## config.mk

```make
export PLATFORM = sky130hd
export DESIGN_NAME = fcvt_sched
export DESIGN_NICKNAME = d
export VERILOG_FILES = /design/src/rtl/fcvt_sched.sv
export SDC_FILE = /design/constraint.sdc
export NUM_CORES = 1
export LEC_CHECK = 0
export CORE_ASPECT_RATIO = 1.25
export CORE_MARGIN = 2
export CORE_UTILIZATION = 45
export DETAILED_ROUTE_END_ITERATION = 8
export GPL_ROUTABILITY_DRIVEN = 0
export PLACE_DENSITY = 0.68
export SLEW_MARGIN = 20
export SYNTH_ARGS = -nofsm -noshare
export SYNTH_HDL_FRONTEND = slang
export SYNTH_SLANG_ARGS = --single-unit
```

## constraint.sdc

```tcl
create_clock -name clk -period 14.65 [get_ports clk]
set_clock_uncertainty 0.1 [all_clocks]
set_input_delay 4.395 -clock clk [delete_from_list [all_inputs] [get_ports clk]]
set_output_delay 4.395 -clock clk [all_outputs]
set_load 0.01 [all_outputs]
```

## src/rtl/fcvt_sched.sv

```systemverilog
// Two-requester round-robin scheduler around a shared float<->int conversion pipeline.
// Optional FCVT_SCHED_FLAG_EN adds res_ovf, flagging saturated ftoi results.

module fcvt_ftoi (
    input  logic [31:0] a,
    output logic [31:0] y
);
    logic [7:0]  e;
    logic [32:0] x2;
    logic [31:0] mag;

    // x2 holds the magnitude with one extra fraction bit; adding that bit rounds ties away from zero.
    always_comb begin
        e   = a[30:23];
        x2  = '0;
        mag = '0;
        y   = '0;
        if (e >= 8'd158) begin
            y = 32'h8000_0000;
        end else if (e >= 8'd126) begin
            if (e >= 8'd149)
                x2 = {9'd0, 1'b1, a[22:0]} << (e - 8'd149);
            else
                x2 = {9'd0, 1'b1, a[22:0]} >> (8'd149 - e);
            mag = x2[32:1] + {31'd0, x2[0]};
            y   = a[31] ? -mag : mag;
        end
    end
endmodule

module fcvt_itof (
    input  logic [31:0] a,
    output logic [31:0] y
);
    logic [31:0] mag;
    logic [4:0]  msb;
    logic [30:0] norm;
    logic        rnd;
    logic [30:0] body;

    always_comb begin
        mag = a[31] ? -a : a;
        msb = '0;
        for (int i = 0; i < 32; i++) begin
            if (mag[i])
                msb = 5'(i);
        end
        norm = 31'(mag << (5'd31 - msb));
        // Round to nearest even: guard bit set and either sticky bits or an odd lsb.
        rnd  = norm[7] & ((|norm[6:0]) | norm[8]);
        body = {8'd127 + 8'(msb), norm[30:8]} + 31'(rnd);
        y    = (a == 32'd0) ? 32'd0 : {a[31], body};
    end
endmodule

module fcvt_sched #(
    parameter int LATENCY = 2,
    parameter bit RR_INIT = 1'b0
) (
    input  logic        clk,
    input  logic        rstn,
    input  logic        req0_valid,
    output logic        req0_ready,
    input  logic        req0_op,
    input  logic [31:0] req0_src,
    input  logic        req1_valid,
    output logic        req1_ready,
    input  logic        req1_op,
    input  logic [31:0] req1_src,
    output logic        res_valid,
    input  logic        res_ready,
    output logic        res_id,
`ifdef FCVT_SCHED_FLAG_EN
    output logic        res_ovf,
`endif
    output logic [31:0] res_data
);
    logic        ptr_reg;
    logic        grant0, grant1, stall, accept;
    logic        sel_op;
    logic [31:0] sel_src, ftoi_res, itof_res, conv_data;

    logic        v_reg  [LATENCY];
    logic        id_reg [LATENCY];
    logic [31:0] d_reg  [LATENCY];
`ifdef FCVT_SCHED_FLAG_EN
    logic        conv_ovf;
    logic        o_reg  [LATENCY];
    assign conv_ovf = ~sel_op & (sel_src[30:23] >= 8'd158);
    assign res_ovf  = o_reg[LATENCY-1];
`endif

    assign res_valid = v_reg[LATENCY-1];
    assign res_id    = id_reg[LATENCY-1];
    assign res_data  = d_reg[LATENCY-1];
    assign stall     = res_valid & ~res_ready;

    always_comb begin
        grant0 = req0_valid & (~req1_valid | ~ptr_reg);
        grant1 = req1_valid & (~req0_valid |  ptr_reg);
    end

    assign req0_ready = grant0 & ~stall;
    assign req1_ready = grant1 & ~stall;
    assign accept     = req0_ready | req1_ready;

    assign sel_op    = grant1 ? req1_op  : req0_op;
    assign sel_src   = grant1 ? req1_src : req0_src;
    assign conv_data = sel_op ? itof_res : ftoi_res;

    fcvt_ftoi u_ftoi (.a(sel_src), .y(ftoi_res));
    fcvt_itof u_itof (.a(sel_src), .y(itof_res));

    // Pointer hands priority to the requester that was not just served.
    always_ff @(posedge clk or negedge rstn) begin
        if (!rstn)
            ptr_reg <= RR_INIT;
        else if (accept)
            ptr_reg <= ~grant1;
    end

    always_ff @(posedge clk or negedge rstn) begin
        if (!rstn) begin
            v_reg[0]  <= 1'b0;
            id_reg[0] <= 1'b0;
            d_reg[0]  <= '0;
`ifdef FCVT_SCHED_FLAG_EN
            o_reg[0]  <= 1'b0;
`endif
        end else if (!stall) begin
            v_reg[0]  <= accept;
            id_reg[0] <= grant1;
            d_reg[0]  <= conv_data;
`ifdef FCVT_SCHED_FLAG_EN
            o_reg[0]  <= conv_ovf;
`endif
        end
    end

    // Later stages only carry results; a stall freezes the whole pipe.
    generate
        for (genvar gi = 1; gi < LATENCY; gi++) begin : g_stage
            always_ff @(posedge clk or negedge rstn) begin
                if (!rstn) begin
                    v_reg[gi]  <= 1'b0;
                    id_reg[gi] <= 1'b0;
                    d_reg[gi]  <= '0;
`ifdef FCVT_SCHED_FLAG_EN
                    o_reg[gi]  <= 1'b0;
`endif
                end else if (!stall) begin
                    v_reg[gi]  <= v_reg[gi-1];
                    id_reg[gi] <= id_reg[gi-1];
                    d_reg[gi]  <= d_reg[gi-1];
`ifdef FCVT_SCHED_FLAG_EN
                    o_reg[gi]  <= o_reg[gi-1];
`endif
                end
            end
        end
    endgenerate
endmodule

```

==> results of run 1 <==
[worst min-delay path, stage by stage, from the launching register on]
cell and delay (ns):
dfrtp_1 0.33, nand2_1 0.05, nand2_1 0.05
[synth_stat cells (21+ instances only)]
cell type  count
o22ai_1       32
and2_1        37
nor2_1       151
a221oi_1      21
mux2_2        25
o211ai_1      42
nor3_1        77
and3_1        22
nand2_1      252
o21ai_0      106
inv_1         26
clkbuf_1      67
nand3_1      102
mux4_2        26
mux2i_1       75
buf_2         45
a31oi_1       33
o31ai_1       23
dfrtp_1       69
a22oi_1       25
a21oi_1      121
buf_4         43
a211oi_1      29
xor2_1        37
nand4_1       36
xnor2_1       72
[metrics by stage]
stage | total power [W] | setup slack [ns] | cells | instance area (µm²)
after global placement | 0.00160 | 1.66 | 2368 | 15200
after global routing | 0.00202 | 1.17 | 2383 | 15600
after detailed placement | 0.00162 | 1.42 | 2368 | 15200
final | 0.00192 | 1.61 | 2383 | 15600
after CTS | 0.00187 | 1.75 | 2383 | 15600
after floorplan | 0.00126 | 3.73 | 2008 | 14400
[cell families after synthesis]
group / count (synthesis) / share of synthesized area (%)
AND/OR/NAND/NOR: 824 / 28.6
AO/OA/AOI/OAI: 649 / 32.1
buffers and inverters: 211 / 7.52
XOR/XNOR: 113 / 7.11
multiplexers: 128 / 11.5
adder cells (fa/ha/maj): 14 / 1.21
flip-flops: 69 / 12.0
[routing by layer]
layer | wire length (µm) | global-route usage [%] | vias up
met2 | 25600 | 52.5 | 1412
li1 | - | - | 7563
met3 | 6240 | 5.62 | 307
met1 | 22300 | 43.7 | 7757
met4 | 5020 | 24.1 | 0
met5 | 0 | 0 | -
[layout make-up]
class                   instances  area (µm²)  area share, %
inverters                      31         116          0.747
repair buffers                128        1220           7.81
multi-input cells            1728       11700           74.9
clock inverters                 6         113          0.723
flip-flops and latches         69        1730           11.1
clock buffers                   9         225           1.45
well taps                     412         515           3.31
[final timing paths]
check / end / startpoint
worst max-delay path: d_reg[59]$_DFFE_PN0N_ / req0_valid
worst min-delay path: v_reg[1]$_DFFE_PN0N_ / v_reg[1]$_DFFE_PN0N_
worst max register to register: d_reg[59]$_DFFE_PN0N_ / ptr_reg$_DFFE_PN0P_
worst min register to register: v_reg[1]$_DFFE_PN0N_ / v_reg[1]$_DFFE_PN0N_
max in group asynchronous: d_reg[52]$_DFFE_PN0N_ / rstn
min in group asynchronous: res_data[6]$_DFFE_PN0N_ / rstn
[power breakdown]
group / internal (W) / switching [W] / leakage (nW)
sequential: 0.000255 / 0.0000400 / 0.864
clock: 0.000165 / 0.0000820 / 0.165
combinational: 0.000506 / 0.000873 / 4.73
total: 0.000926 / 0.000995 / 5.75
[cells in the final DEF, fill, tap and decap left out, types with 42 or more instances in the layout]
cell type / netlist / layout
mux2i_1: 75 / 75
nor3_1: 77 / 76
o211ai_1: 42 / 42
nor2_1: 151 / 148
xnor2_1: 72 / 72
clkdlybuf4s50_1: 0 / 104
o21ai_0: 106 / 106
dfrtp_1: 69 / 69
nand3_1: 102 / 102
nand2_1: 252 / 252
a21oi_1: 121 / 121
==> impl_metrics.csv, run 1 <==
group,metric,value,unit
outcome,status,"finished clean",
worst_setup_path,cp.depth,23,
placed_design,port_buffers,106,
clock_tree,insertion_delay,0.34,ns
worst_setup_path,crit_arrival,13.16,ns
final_layout,fill_cells,3173,
clock_tree,cts.htree.levels,3,
worst_setup_path,reg2reg_depth,22,
synth,synth.area.top_cells,"dfrtp_1 (12%), nand2_1 (6.6%), mux2i_1 (5.2%)",
route,drc,0,
synth,synth_cell_types,119,
synth,synth_edf_count,0,
synth,ys_ff_latch,69,
final_layout,diodes,0,
final_layout,syn_to_final_growth,7.89,%
route,route.antenna.remaining_nets,0,
global_routing,grt_usage,34.3,%
clock_tree,clock-sinks,69,
synth,avgSynthCellArea,7.19,µm²
timing,period_share,89.0,%
synth,async_flop_share,100,%
power,peakVddDrop,88.2,µV
worst_setup_path,start_kind,"input port",
clock_tree,cts-root-buf,"clkbuf_16",
route,wl,59100,µm
timing,slew_viol_final,0,
synth,synth_area,14400,µm²
global_routing,grt_pass1_vias,15600,
worst_setup_path,cpLargestDelayFamily,"simple AND/OR/NAND/NOR gates",
clock_tree,cts.repair.resized,0,
power,p_leak,5.75,nW
clock_tree,cts_made_buffers,9,
timing,fmax,76.7,MHz
hold_path,min_delay_path_depth,2,
clock_tree,cts_tree,"done",
global_routing,overflow,0,
synth,ys_warn_count,0,
worst_setup_path,r2r_slack,5.77,ns
final_layout,layout.nets,2052,
final_layout,final_util,49.1,%
global_routing,grt_max_degree,74,
die,start_util,45.5,%
timing,hold_viol_final,0,
die,rows,73,
global_routing,antenna_found_initial,0,
die,core_area,31700,µm²
timing,final.setup.tns,0,ns
die,die_h,204,µm
synth,synth_nets,2093,
route,drtPass1Iterations,8,
clock_tree,ctsHoldBuffers,0,
timing,tightestPinTransition,1.24,ns
timing,setup_viol,0,
worst_setup_path,slowest_stage,"clkdlybuf4s50_1",
timing,rsz0062_at_grt,"false",
timing,finalHoldWorstSlack,0.358,ns
route,routed-via-count,17000,
worst_setup_path,crit_path_end_kind,"flop",
route,drtIter0Drc,2628,
global_routing,grt_pass1_wl,90700,µm
power,powerDensity,123,nW/µm²
synth,seq_area_frac_synth,12.0,%
hold_path,min_path_type,"reg -> reg",
synth,syn_inst,2008,
timing,layout_min_cycle_time,13.04,ns
synth,synth_top_cell_by_area,"dfrtp_1",
worst_setup_path,path_max_fanout,52,
worst_setup_path,cpPeakStageDelay,0.68,ns
final_layout,drive_gt1_share,8.83,%
clock_tree,cts.clk_slew.worst_paths,0.05,ns
route,drt-wirelength-per-cell,24.8,µm
worst_setup_path,critical_path_required,14.77,ns
clock_tree,clockBufferDepth,2,
job,maxCapViolations,0,
placed_design,dp_hpwl,45800,µm
die,dieArea,33500,µm²
die,die_w,164,µm
synth,ys.flop_type,"dfrtp_1",
timing,maxSlewHeadroom,17.2,%
clock_tree,cts_setup_buffers,0,
worst_setup_path,crit_chain,"clkdlybuf4s50_1, nand2b_2, and3_1, nor2_4, ha_1, a21boi_0, nand4_2, a41oi_1, o21ai_0, o21ai_4, a31o_1, buf_4, inv_2, o211ai_1, o31ai_1, a22oi_2, or4b_4, nor4b_4, nand4bb_1, or3_1, nor2_8, nand4b_1, a221o_1",
route,viasPerCell,7.15,
worst_setup_path,crit_type,"in -> reg",
synth,yosysTopAreaCellShare,12.0,%
die,pin_count,107,
worst_setup_path,critPathBufInv,3,
Note: power is estimated with default switching activity, not from simulation.
==> run 2: changes to the inputs <==
Settings changed: PLACE_DENSITY 0.68 to default.
==> run 2 against run 1 <==
Against the previous run: die area did not move; core utilization is essentially flat; sequential cell count did not move; register-to-register slack improved by 0.34 ns; global-route usage is 1.8 points higher; cell area is essentially flat; non-clock buffer count is 6 higher; sequential power about the same; combinational power is essentially flat; cell count grew 0.29%; clock power down 10%; critical path depth stayed put.
==> impl_metrics.csv, run 2 (same netlist as run 1, synthesis figures left out) <==
group,metric,value,unit
final_layout,drive_gt1_share,9.15,%
clock_tree,clock-sinks,69,
power,p_leak,5.76,nW
global_routing,grt_use_met1,44.9,%
timing,finalHoldWorstSlack,0.357,ns
timing,hold_viol_final,0,
final_layout,fin_cells,2390,
placed_design,pre_cts_slack,1.65,ns
timing,period_share,86.7,%
global_routing,overflow,0,
timing,setup_viol,0,
power,intPower,0.000896,W
final_layout,layout_commonest_cell,"nand2_1",
power,combPwrFrac,72.8,%
die,pin_count,107,
clock_tree,clockBufferDepth,2,
global_routing,grt_usage,36.1,%
final_layout,syn_to_final_growth,7.94,%
worst_setup_path,crit_path_end_kind,"flop",
worst_setup_path,r2r-start,"ptr_reg$_DFFE_PN0P_",
route,wl,61700,µm
final_layout,diodes,0,
worst_setup_path,crit_arrival,12.84,ns
die,die_h,204,µm
placed_design,placedCellCount,2373,
timing,rsz0062_at_grt,"false",
global_routing,antenna_found_initial,0,
power,p_seq_share,15.5,%
power,swShare,52.9,%
power,peakVddDrop,93.8,µV
die,core_area,31700,µm²
hold_path,min_path_type,"reg -> reg",
clock_tree,cts.htree.levels,3,
clock_tree,cts_tree,"done",
final_layout,final_cell_mix,"nand2_1 (252), nor2_1 (148), a21oi_1 (121)",
global_routing,use_met2,58.5,%
clock_tree,cts-root-buf,"clkbuf_16",
outcome,status,"finished clean",
timing,layout_min_cycle_time,12.70,ns
clock_tree,insertion_delay,0.33,ns
die,start_util,45.5,%
route,drt-wirelength-per-cell,25.8,µm
placed_design,port_buffers,106,
final_layout,layout.nets,2058,
global_routing,grt_pass1_wl,93800,µm
worst_setup_path,crit_type,"in -> reg",
die,dieArea,33500,µm²
placed_design,postPlaceCellArea,15300,µm²
clock_tree,ctsHoldBuffers,0,
route,routed-via-count,17000,
power,clkPwrFrac,11.7,%
route,drtPass1Iterations,6,
global_routing,grt_pass1_vias,15600,
power,powerDensity,122,nW/µm²
placed_design,dp_hpwl,48800,µm
final_layout,fill_cells,3183,
route,drtIter0Drc,2062,
die,die_w,164,µm
timing,fmax,78.8,MHz
timing,maxSlewHeadroom,24.4,%
job,maxCapViolations,0,
route,route.antenna.remaining_nets,0,
global_routing,grt.busiest_layer,"met2",
timing,tightestPinTransition,1.13,ns
timing,slew_viol_final,0,
die,rows,73,
global_routing,met3_usage,4.48,%
worst_setup_path,timing.critical_path.from,"req0_valid",
worst_setup_path,path_max_fanout,45,
worst_setup_path,critical_path_required,14.80,ns
clock_tree,cts.clk_slew.worst_paths,0.06,ns
clock_tree,cts_made_buffers,9,
worst_setup_path,start_kind,"input port",
route,viasPerCell,7.10,
clock_tree,cts.repair.resized,0,
route,drc,0,
global_routing,grt_max_degree,74,
power,power.switching,0.00101,W
clock_tree,cts_setup_buffers,0,
timing,fin_ws,1.95,ns
final_layout,final_area,15600,µm²
hold_path,min_from,"v_reg[1]$_DFFE_PN0N_",
timing,final.setup.tns,0,ns
## run 2: changes by cell type in the layout (fill, tap and decap cells not counted)
| cell | change |
|---|---|
| buf_4 | +5 |
| bufinv_16 | -2 |
| clkbuf_2 | +1 |
| clkinv_4 | -2 |
| clkinvlp_4 | +1 |
| inv_6 | +4 |
## run 2: worst paths after layout
check                                            to  slack [ns]  cells after the start
setup / recovery              d_reg[57]$_DFFE_PN0N_        1.95                     23
hold / removal                 v_reg[1]$_DFFE_PN0N_        0.36                      2
setup reg to reg              d_reg[57]$_DFFE_PN0N_        6.11                     22
hold reg to reg                v_reg[1]$_DFFE_PN0N_        0.36                      2
max in group asynchronous     res_valid$_DFFE_PN0N_        9.70                      2
min in group asynchronous  res_data[28]$_DFFE_PN0N_        4.16                      2
## run 2: routing by layer
metal	part of all wire, %	wire length [µm]	vias up
met2	46	28200	1203
met4	7.9	4890	0
li1	-	-	7595
met3	8.8	5420	270
met1	38	23200	7907
met5	0	0	-
## run 2: worst max-delay path: stages
cell and delay, ns:
clkdlybuf4s50_1 0.67, nand2b_2 0.35, and3_1 0.40, nor2_4 0.67, ha_1 0.29, a21boi_0 0.50, nand4_2 0.37, a41oi_1 0.42
o21ai_0 0.32, o21ai_4 0.28, a31o_1 0.15, buf_4 0.43, inv_2 0.42, o211ai_1 0.20, o31ai_1 0.12, a22oi_2 0.38
or4b_4 0.56, nor4b_4 0.36, nand4bb_1 0.20, or3_1 0.62, nor2_8 0.21, mux2_2 0.35, o21ai_1 0.13
## run 2: cell type report
cell class | count | area [µm²] | share of cell area [%]
Timing Repair Buffer | 134 | 1260 | 8.08
Tap cell | 412 | 515 | 3.31
Inverter | 31 | 116 | 0.747
Clock inverter | 7 | 77.6 | 0.498
Clock buffer | 9 | 225 | 1.45
Multi-Input combinational cell | 1728 | 11700 | 74.8
Sequential cell | 69 | 1730 | 11.1
## run 2: per-stage QoR
| step | utilization (%) | power [W] |
|---|---|---|
| 3_5_place_dp | 48.2 | 0.00164 |
| 3_3_place_gp | 48.2 | 0.00163 |
| 4_1_cts | 49.1 | 0.00186 |
| 6_report | 49.2 | 0.00190 |
| 5_1_grt | 49.2 | 0.00201 |
| 2_1_floorplan | - | 0.00126 |
## run 2: power by group through the flow
stage / combinational [W] / clock, W / sequential, W
final: 0.00139 / 0.000222 / 0.000296
after global placement: 0.00133 / 0 / 0.000298
after detailed placement: 0.00134 / 0 / 0.000300
after CTS: 0.00134 / 0.000224 / 0.000297
after global routing: 0.00148 / 0.000233 / 0.000303
after floorplan: 0.000973 / 0 / 0.000283
